File: config.mk
export PLATFORM = sky130hd
export DESIGN_NAME = sram_arbiter
export DESIGN_NICKNAME = d
export VERILOG_FILES = /design/src/rtl/sram_arb_pkg.sv /design/src/rtl/sram_arb_grant.sv /design/src/rtl/sram_arbiter.sv
export SDC_FILE = /design/constraint.sdc
export NUM_CORES = 1
export LEC_CHECK = 0
export CORE_UTILIZATION = 55
export DETAILED_ROUTE_END_ITERATION = 7
export DONT_BUFFER_PORTS = 1
export PLACE_DENSITY = 0.68
export SLEW_MARGIN = 20
export SYNTH_ARGS = -nofsm -noshare
export SYNTH_HDL_FRONTEND = slang
export SYNTH_SLANG_ARGS = --single-unit
File: constraint.sdc
create_clock -name clk -period 4.3 [get_ports clk]
set_input_delay 0.86 -clock clk [delete_from_list [all_inputs] [get_ports clk]]
set_output_delay 0.86 -clock clk [all_outputs]
set_load 0.005 [all_outputs]
File: src/rtl/sram_arb_pkg.sv
// Shared types and constants for the SRAM arbiter.
package sram_arb_pkg;

  typedef enum logic [1:0] {
    IDLE,
    SETUP,
    ACTIVE,
    HOLD
  } state_t;

  localparam int   CNT_W     = 4;
  localparam logic PORT_BOOT = 1'b0;
  localparam logic PORT_CPU  = 1'b1;

endpackage

File: src/rtl/sram_arb_grant.sv
// Grant selection between the boot loader and CPU ports.
// SRAM_ARB_FIXED_PRIO_EN: port 0 always wins a tie and no last_grant is kept.
module sram_arb_grant
  import sram_arb_pkg::*;
(
  input  logic clk,
  input  logic reset,
  input  logic req0,
  input  logic req1,
  input  logic issue,
  output logic grant
);

`ifdef SRAM_ARB_FIXED_PRIO_EN

  always_comb begin
    grant = PORT_BOOT;
    if (!req0 && req1) grant = PORT_CPU;
  end

`else

  logic last_grant;

  // On a tie the port that did not win last time is served.
  always_comb begin
    grant = PORT_BOOT;
    if (req0 && req1)
      grant = ~last_grant;
    else if (req1)
      grant = PORT_CPU;
  end

  always_ff @(posedge clk) begin
    if (reset)
      last_grant <= PORT_CPU;
    else if (issue)
      last_grant <= grant;
  end

`endif

endmodule

File: src/rtl/sram_arbiter.sv
// Two-port arbiter for an external asynchronous SRAM with fixed CS/OE/WE timing.
// SRAM_ARB_FIXED_PRIO_EN selects fixed priority (port 0) instead of round-robin.
//
// state  | meaning
// IDLE   | strobes high, waiting for a request; grant and latch on request
// SETUP  | cs low, address driven; oe low (read) or data driven (write)
// ACTIVE | ACCESS_CYCLES cycles; we low (write) or oe low (read)
// HOLD   | we high for write recovery, ack pulse to the granted port
module sram_arbiter
  import sram_arb_pkg::*;
#(
  parameter int ADDR_W        = 18,
  parameter int DATA_W        = 8,
  parameter int ACCESS_CYCLES = 2
) (
  input  logic              clk,
  input  logic              reset,
  input  logic              req0,
  input  logic              req1,
  input  logic              we0,
  input  logic              we1,
  input  logic [ADDR_W-1:0] addr0,
  input  logic [ADDR_W-1:0] addr1,
  input  logic [DATA_W-1:0] wdata0,
  input  logic [DATA_W-1:0] wdata1,
  output logic              ack0,
  output logic              ack1,
  output logic [DATA_W-1:0] rdata,
  output logic              sram_cs_n,
  output logic              sram_oe_n,
  output logic              sram_we_n,
  output logic [ADDR_W-1:0] sram_addr,
  output logic [DATA_W-1:0] sram_dout,
  output logic              sram_dout_en,
  input  logic [DATA_W-1:0] sram_din
);

  state_t            state, state_d;
  logic [CNT_W-1:0]  cnt, cnt_d;
  logic              cur_we, cur_we_d;
  logic              cur_port, cur_port_d;
  logic              grant;
  logic              issue;

  logic              cs_n_d, oe_n_d, we_n_d, dout_en_d, ack0_d, ack1_d;
  logic [ADDR_W-1:0] addr_d;
  logic [DATA_W-1:0] dout_d, rdata_d;

  sram_arb_grant u_grant (
    .clk   (clk),
    .reset (reset),
    .req0  (req0),
    .req1  (req1),
    .issue (issue),
    .grant (grant)
  );

  // Next-state logic computes the outputs for the state being entered, so every
  // pin is a flop and changes together with the state.
  always_comb begin
    state_d    = state;
    cnt_d      = cnt;
    cur_we_d   = cur_we;
    cur_port_d = cur_port;
    issue      = 1'b0;
    cs_n_d     = 1'b1;
    oe_n_d     = 1'b1;
    we_n_d     = 1'b1;
    dout_en_d  = 1'b0;
    ack0_d     = 1'b0;
    ack1_d     = 1'b0;
    addr_d     = sram_addr;
    dout_d     = sram_dout;
    rdata_d    = rdata;

    case (state)
      IDLE: begin
        if (req0 || req1) begin
          issue      = 1'b1;
          state_d    = SETUP;
          cur_port_d = grant;
          cur_we_d   = (grant == PORT_CPU) ? we1 : we0;
          addr_d     = (grant == PORT_CPU) ? addr1 : addr0;
          cs_n_d     = 1'b0;
          if (cur_we_d) begin
            dout_en_d = 1'b1;
            dout_d    = (grant == PORT_CPU) ? wdata1 : wdata0;
          end else begin
            oe_n_d = 1'b0;
          end
        end
      end

      SETUP: begin
        state_d = ACTIVE;
        cnt_d   = CNT_W'(ACCESS_CYCLES - 1);
        cs_n_d  = 1'b0;
        if (cur_we) begin
          we_n_d    = 1'b0;
          dout_en_d = 1'b1;
        end else begin
          oe_n_d = 1'b0;
        end
      end

      ACTIVE: begin
        cs_n_d = 1'b0;
        if (cur_we) dout_en_d = 1'b1;
        else        oe_n_d    = 1'b0;
        if (cnt == '0) begin
          state_d = HOLD;
          if (!cur_we) rdata_d = sram_din;
          ack0_d = (cur_port == PORT_BOOT);
          ack1_d = (cur_port == PORT_CPU);
        end else begin
          cnt_d = cnt - CNT_W'(1);
          if (cur_we) we_n_d = 1'b0;
        end
      end

      HOLD: state_d = IDLE;

      default: state_d = IDLE;
    endcase
  end

  always_ff @(posedge clk) begin
    if (reset) begin
      state        <= IDLE;
      cnt          <= '0;
      cur_we       <= 1'b0;
      cur_port     <= PORT_BOOT;
      sram_cs_n    <= 1'b1;
      sram_oe_n    <= 1'b1;
      sram_we_n    <= 1'b1;
      sram_dout_en <= 1'b0;
      sram_addr    <= '0;
      sram_dout    <= '0;
      rdata        <= '0;
      ack0         <= 1'b0;
      ack1         <= 1'b0;
    end else begin
      state        <= state_d;
      cnt          <= cnt_d;
      cur_we       <= cur_we_d;
      cur_port     <= cur_port_d;
      sram_cs_n    <= cs_n_d;
      sram_oe_n    <= oe_n_d;
      sram_we_n    <= we_n_d;
      sram_dout_en <= dout_en_d;
      sram_addr    <= addr_d;
      sram_dout    <= dout_d;
      rdata        <= rdata_d;
      ack0         <= ack0_d;
      ack1         <= ack1_d;
    end
  end

endmodule

# Yosys cells after proc, flatten, opt, wreduce, memory -nomap -nowiden
# Cells that the tools add are included.
# word_totals
register_bits	49
inputBits	66
output_inout_bits	40
# op_classes
add_sub_neg	1
eq_ne	6
muxes	23
bitwise	5
reduce_logical	12
# ops
op	n
18-bit 2-to-1 mux	1
1-bit 2-to-1 mux	12
8-bit 2-to-1 mux	1
1-bit case mux with 2 select lines	4
2-bit case mux with 4 select lines	1
4-bit case mux with 2 select lines	1
2-bit != test, second input constant	3
2-bit AND reduction	3
3-bit AND reduction	2
1-bit inverter	5
2-bit == test, second input constant	2
4-bit zero test	1
2-bit 2-to-1 mux	2
4-bit 2-to-1 mux	1
4-bit by 1-bit subtractor with 4-bit output, second input constant	1
3-bit OR reduction	1
2-bit by 1-bit == test with 1-bit output, second input constant	1
2-bit zero test	1
2-bit nonzero test	1
2-bit OR reduction	1
1-bit logical AND	1
1-bit logical OR	1

# Logic depth before layout (Yosys ltp)
# logic_depth
ltp_word	6
depth_mapped	7
depth_no_buf	6

# By module
# A second synthesis with hierarchy kept.
# unflattened
cells_unflattened	233
hier_area_um2	2244.7
# by_module_without_submodules
module	instances	cells_each	area_per_inst_um2	seq_area_each_um2
sram_arbiter	1	229	2202.1	960.9
sram_arb_grant	1	4	42.5	20.0

# Worst setup path after synthesis
# No wires, ideal clock.
# synth_timing
path_kind	input port to flip-flop
start	input req1
end	register sram_oe_n
setup_time_ns	0.122
arrival_ns	1.808
path_slack_ns	2.370
stages	4
n_path_buf	1
cell_sequence	a21boi_2 buf_6 mux2_1 a221o_1
# synth_via
elab_chain_len	6
elab_cells_between_ends	8
classes_between	6 x mux; 2 x reduce/logical
# synth_rtl
element	line	source
start, declared	sram_arbiter.sv:19	input logic req1,
1-bit 2-to-1 mux or 1-bit logical AND (tied branches)	sram_arb_grant.sv:30, sram_arb_grant.sv:28	
1-bit 2-to-1 mux	sram_arb_grant.sv:28	if (req0 && req1)
1-bit 2-to-1 mux	sram_arbiter.sv:82	cur_we_d = (grant == PORT_CPU) ? we1 : we0;
1-bit 2-to-1 mux	sram_arbiter.sv:85	if (cur_we_d) begin
1-bit 2-to-1 mux (*)	sram_arbiter.sv:78	if (req0 || req1) begin
1-bit case mux with 2 select lines (*)	sram_arbiter.sv:76	case (state)
end signal, assigned	sram_arbiter.sv:148	sram_oe_n <= oe_n_d;
end, declared	sram_arbiter.sv:30	output logic sram_oe_n,
# Mark *: on every way between the ends. The rest lies on a longest branch, timed or not.
# A chain may end at the register's enable or synchronous reset.

# Final worst setup path
# layout_timing
start	register state[0]
end	register sram_addr[16]
# layout_via
elab_chain_len	2
# layout_rtl
element	line	source
start, declared	sram_arbiter.sv:38	state_t state, state_d;
start signal, assigned	sram_arbiter.sv:143	state <= state_d;
2-bit zero test	sram_arbiter.sv:76	
2-bit AND reduction (no source line)	n/a	
end signal, assigned	sram_arbiter.sv:151	sram_addr <= addr_d;
end, declared	sram_arbiter.sv:32	output logic [ADDR_W-1:0] sram_addr,
# No other way between the ends.

==> metrics.cfg <==
[setup_path]
timing.critical_path.arrival_ps=2560
critical_path_class=flop to flop
cp-start-kind=flop
r2r_setup_slack_ps=1940
critical_path.max_stage_delay_ps=890
worst_setup_path_end_kind=flop
timing.critical_path.fanout_max=36
master_of_the_slowest_instance_on_the_critical_path=o21a_1
timing.critical_path.cells=inv_1 -> ha_1 -> o21a_1 -> nor2_1 -> a211oi_1
worst-endpoint-required_ps=4500

[placement]
place.gp.congestion=0.696
worst_setup_slack_before_clock_tree_synthesis_ps=1970
dp_hpwl_um=3310
numPortBuffers=0

[yosys]
synthesis.nets=304
post_synth_fa_ha_maj_area_fraction_pct=3.98
netlist_instances=231
yosys_warning_total=0
post_synth_mux_area_share_pct=12.8
synthSimpleGateAreaFrac_pct=11.0
synth-compound-area-share_pct=21.6
synth.distinct_cells=34
synthXorXnorAreaFrac_pct=0
yosys_register_bits=49
mappedNetlistArea_mm2=0.00220
syn-mean-instance-area_um2=9.52
synth_top_family_by_area=compound AO/OA/AOI/OAI gates
synth_seq_area_share_pct=44.6

[clocking]
cts.sink_count=49
cts_inserted_buffers=5
cts.hold.buffers_added=0
ctsLongestPathBuffers=2
clock_tree_from_tritoncts=done
cts_clock_pin_slew_for_the_worst_setup_and_hold_paths_ps=80
clk_root_buffer_cell=clkbuf_8
post_cts_buffers=0
number_of_gates_resized_after_cts=0
insertion_delay_ps=290
ctsHtreeMaxLevel=2

[sta]
timing.final.crit_period_ps=2360
unrepaired_setup_endpoints_after_global_routing=false
final_min_period_over_clock_period_pct=54.9
totalNegativeSetupSlack_ps=0
clock.fmax_ghz=0.424
setup_violations=0
tightestPinTransition_ps=1040
timing_max_transition_violations_final=0
worst_setup_skew_after_layout_ps=2.67
slew-limit-headroom_pct=30.8
final-hold-violation-count=0
post-route-worst-setup-slack_ps=1940

[drt]
ant_nets=0
drc_errors=0
drt-vias-per-instance=6.03
via_count=1628
wl_um=4450
detail_route.first_pass.iterations=4
first_iter_violations=106
average_wire_length_per_cell_after_detail_routing_um=16.5

[global_route]
grt_first_pass_wirelength_um=7100
grt_start_max_net_pins=37
grt_antenna_before_repair=0
first_global_vias=1583
gr-total-overflow=0
global_route.usage.total_pct=21.8

[cells_and_area]
syn_to_final_growth_pct=3.13
layout_commonest_cell=dfxtp_1
multi_input_gate_area_in_the_final_layout_mm2=0.00109
final_nets=295
num_antenna_cells=0
layout.cells.most_common_list=dfxtp_1, a21oi_1, mux2i_1
fin_util_pct=60.6
fillers=325
drive_gt1_share_pct=9.01
seqCellArea_um2=981

[floorplan]
die_w_um=65.2
design.portCount=106
coreArea_mm2=0.00374
initial_utilization_pct=58.8
dieHeight_um=65.2
rows=22
fp.dieArea_mm2=0.00426

[power]
post-layout-total-power_w=0.00142
vdd.ir_drop.worst_mv=0.293
cellLeakagePower_nw=0.839
power.density_cell_area_mw_per_mm2=627

[hold_path]
hold_path.class=flop to flop

[outcome]
run_status=complete, no violations

[run]
max_cap_viol_count=0

## worst max-delay path, delay by kind of cell, from the launching register on
family / cells / cell delay, ps
AO/OA/AOI/OAI: 2 / 1190
adder cells (fa/ha/maj): 1 / 500
flip-flops: 1 / 340
buffers and inverters: 1 / 110
AND/OR/NAND/NOR: 1 / 100
## synth_stat cells
cell type   n  area [um2]
nand4bb_1   1        11.3
inv_1       6        22.5
a32o_1      2        20.0
clkbuf_1    6        22.5
nand2b_1    1        6.26
nor2_1     12        45.0
a211oi_2    8         100
a211oi_1    8        60.1
dfxtp_1    49         981
mux2i_1    27         270
nor3_1      4        20.0
o21a_1      1        7.51
mux2_1      1        11.3
o21ai_0    17        85.1
a21oi_1    33         165
clkbuf_4    1        7.51
nand2_1    22        82.6
nand3_1     1        5.00
and3_1      1        6.26
ha_1        7        87.6
a21boi_2    1        11.3
nor4_1      1        6.26
or3b_1      1        8.76
a221o_1     1        10.0
or2_2       1        6.26
nor3b_1     2        15.0
a22oi_1     2        15.0
or3_1       1        6.26
buf_1       1        3.75
and3_2      1        7.51
buf_6       5        56.3
buf_2       4        20.0
and2_4      1        8.76
nand3b_1    1        7.51
## kinds of logic after synthesis
logic type / after synthesis
AO/OA/AOI/OAI: 73
flip-flops: 49
multiplexers: 28
adder cells (fa/ha/maj): 7
buffers and inverters: 23
AND/OR/NAND/NOR: 51
## final timing paths
check / start / cells after the start / end
worst min register to register: cur_port / 1 / ack0
worst max register to register: state[0] / 5 / sram_addr[16]
worst min-delay path: cur_port / 1 / ack0
worst max-delay path: state[0] / 5 / sram_addr[16]
## power breakdown
part / internal [W] / switching [W]
clock network: 0.000169 / 0.000140
logic: 0.000173 / 0.000266
registers: 0.000579 / 0.0000969
total: 0.000920 / 0.000502
## sequential cells by signal, indices dropped and copies added (netlist names)
signal / count
sram_we_n: 1
sram_addr: 18
cnt: 4
rdata: 8
sram_oe_n: 1
sram_dout: 8
ack0: 1
ack1: 1
cur_we: 1
cur_port: 1
u_grant.last_grant: 1
sram_dout_en: 1
sram_cs_n: 1
state: 2
## layer usage
metal	vias to the layer above	global-route usage (%)	share of wire, %
met5	-	0	0
met4	0	7.34	1.5
met1	747	23.9	40
met3	8	7.12	8.7
li1	801	-	-
met2	72	39.2	50
## stage by stage
stage | hold slack (ps) | cell area, um2 | cells
after floorplan | 417 | 2200 | 231
after global placement | 454 | 2160 | 263
after detailed placement | 457 | 2160 | 263
after CTS | 475 | 2270 | 270
after global routing | 500 | 2270 | 270
final | 472 | 2270 | 270
## cell type report
class / count / area share [%]
multi-input cells: 159 / 48.2
flip-flops and latches: 49 / 43.2
clock buffers: 5 / 3.03
well taps: 48 / 2.65
clock inverters: 2 / 1.54
inverters: 6 / 0.993
repair buffers: 1 / 0.331
Note: power is estimated with default switching activity, not from simulation.
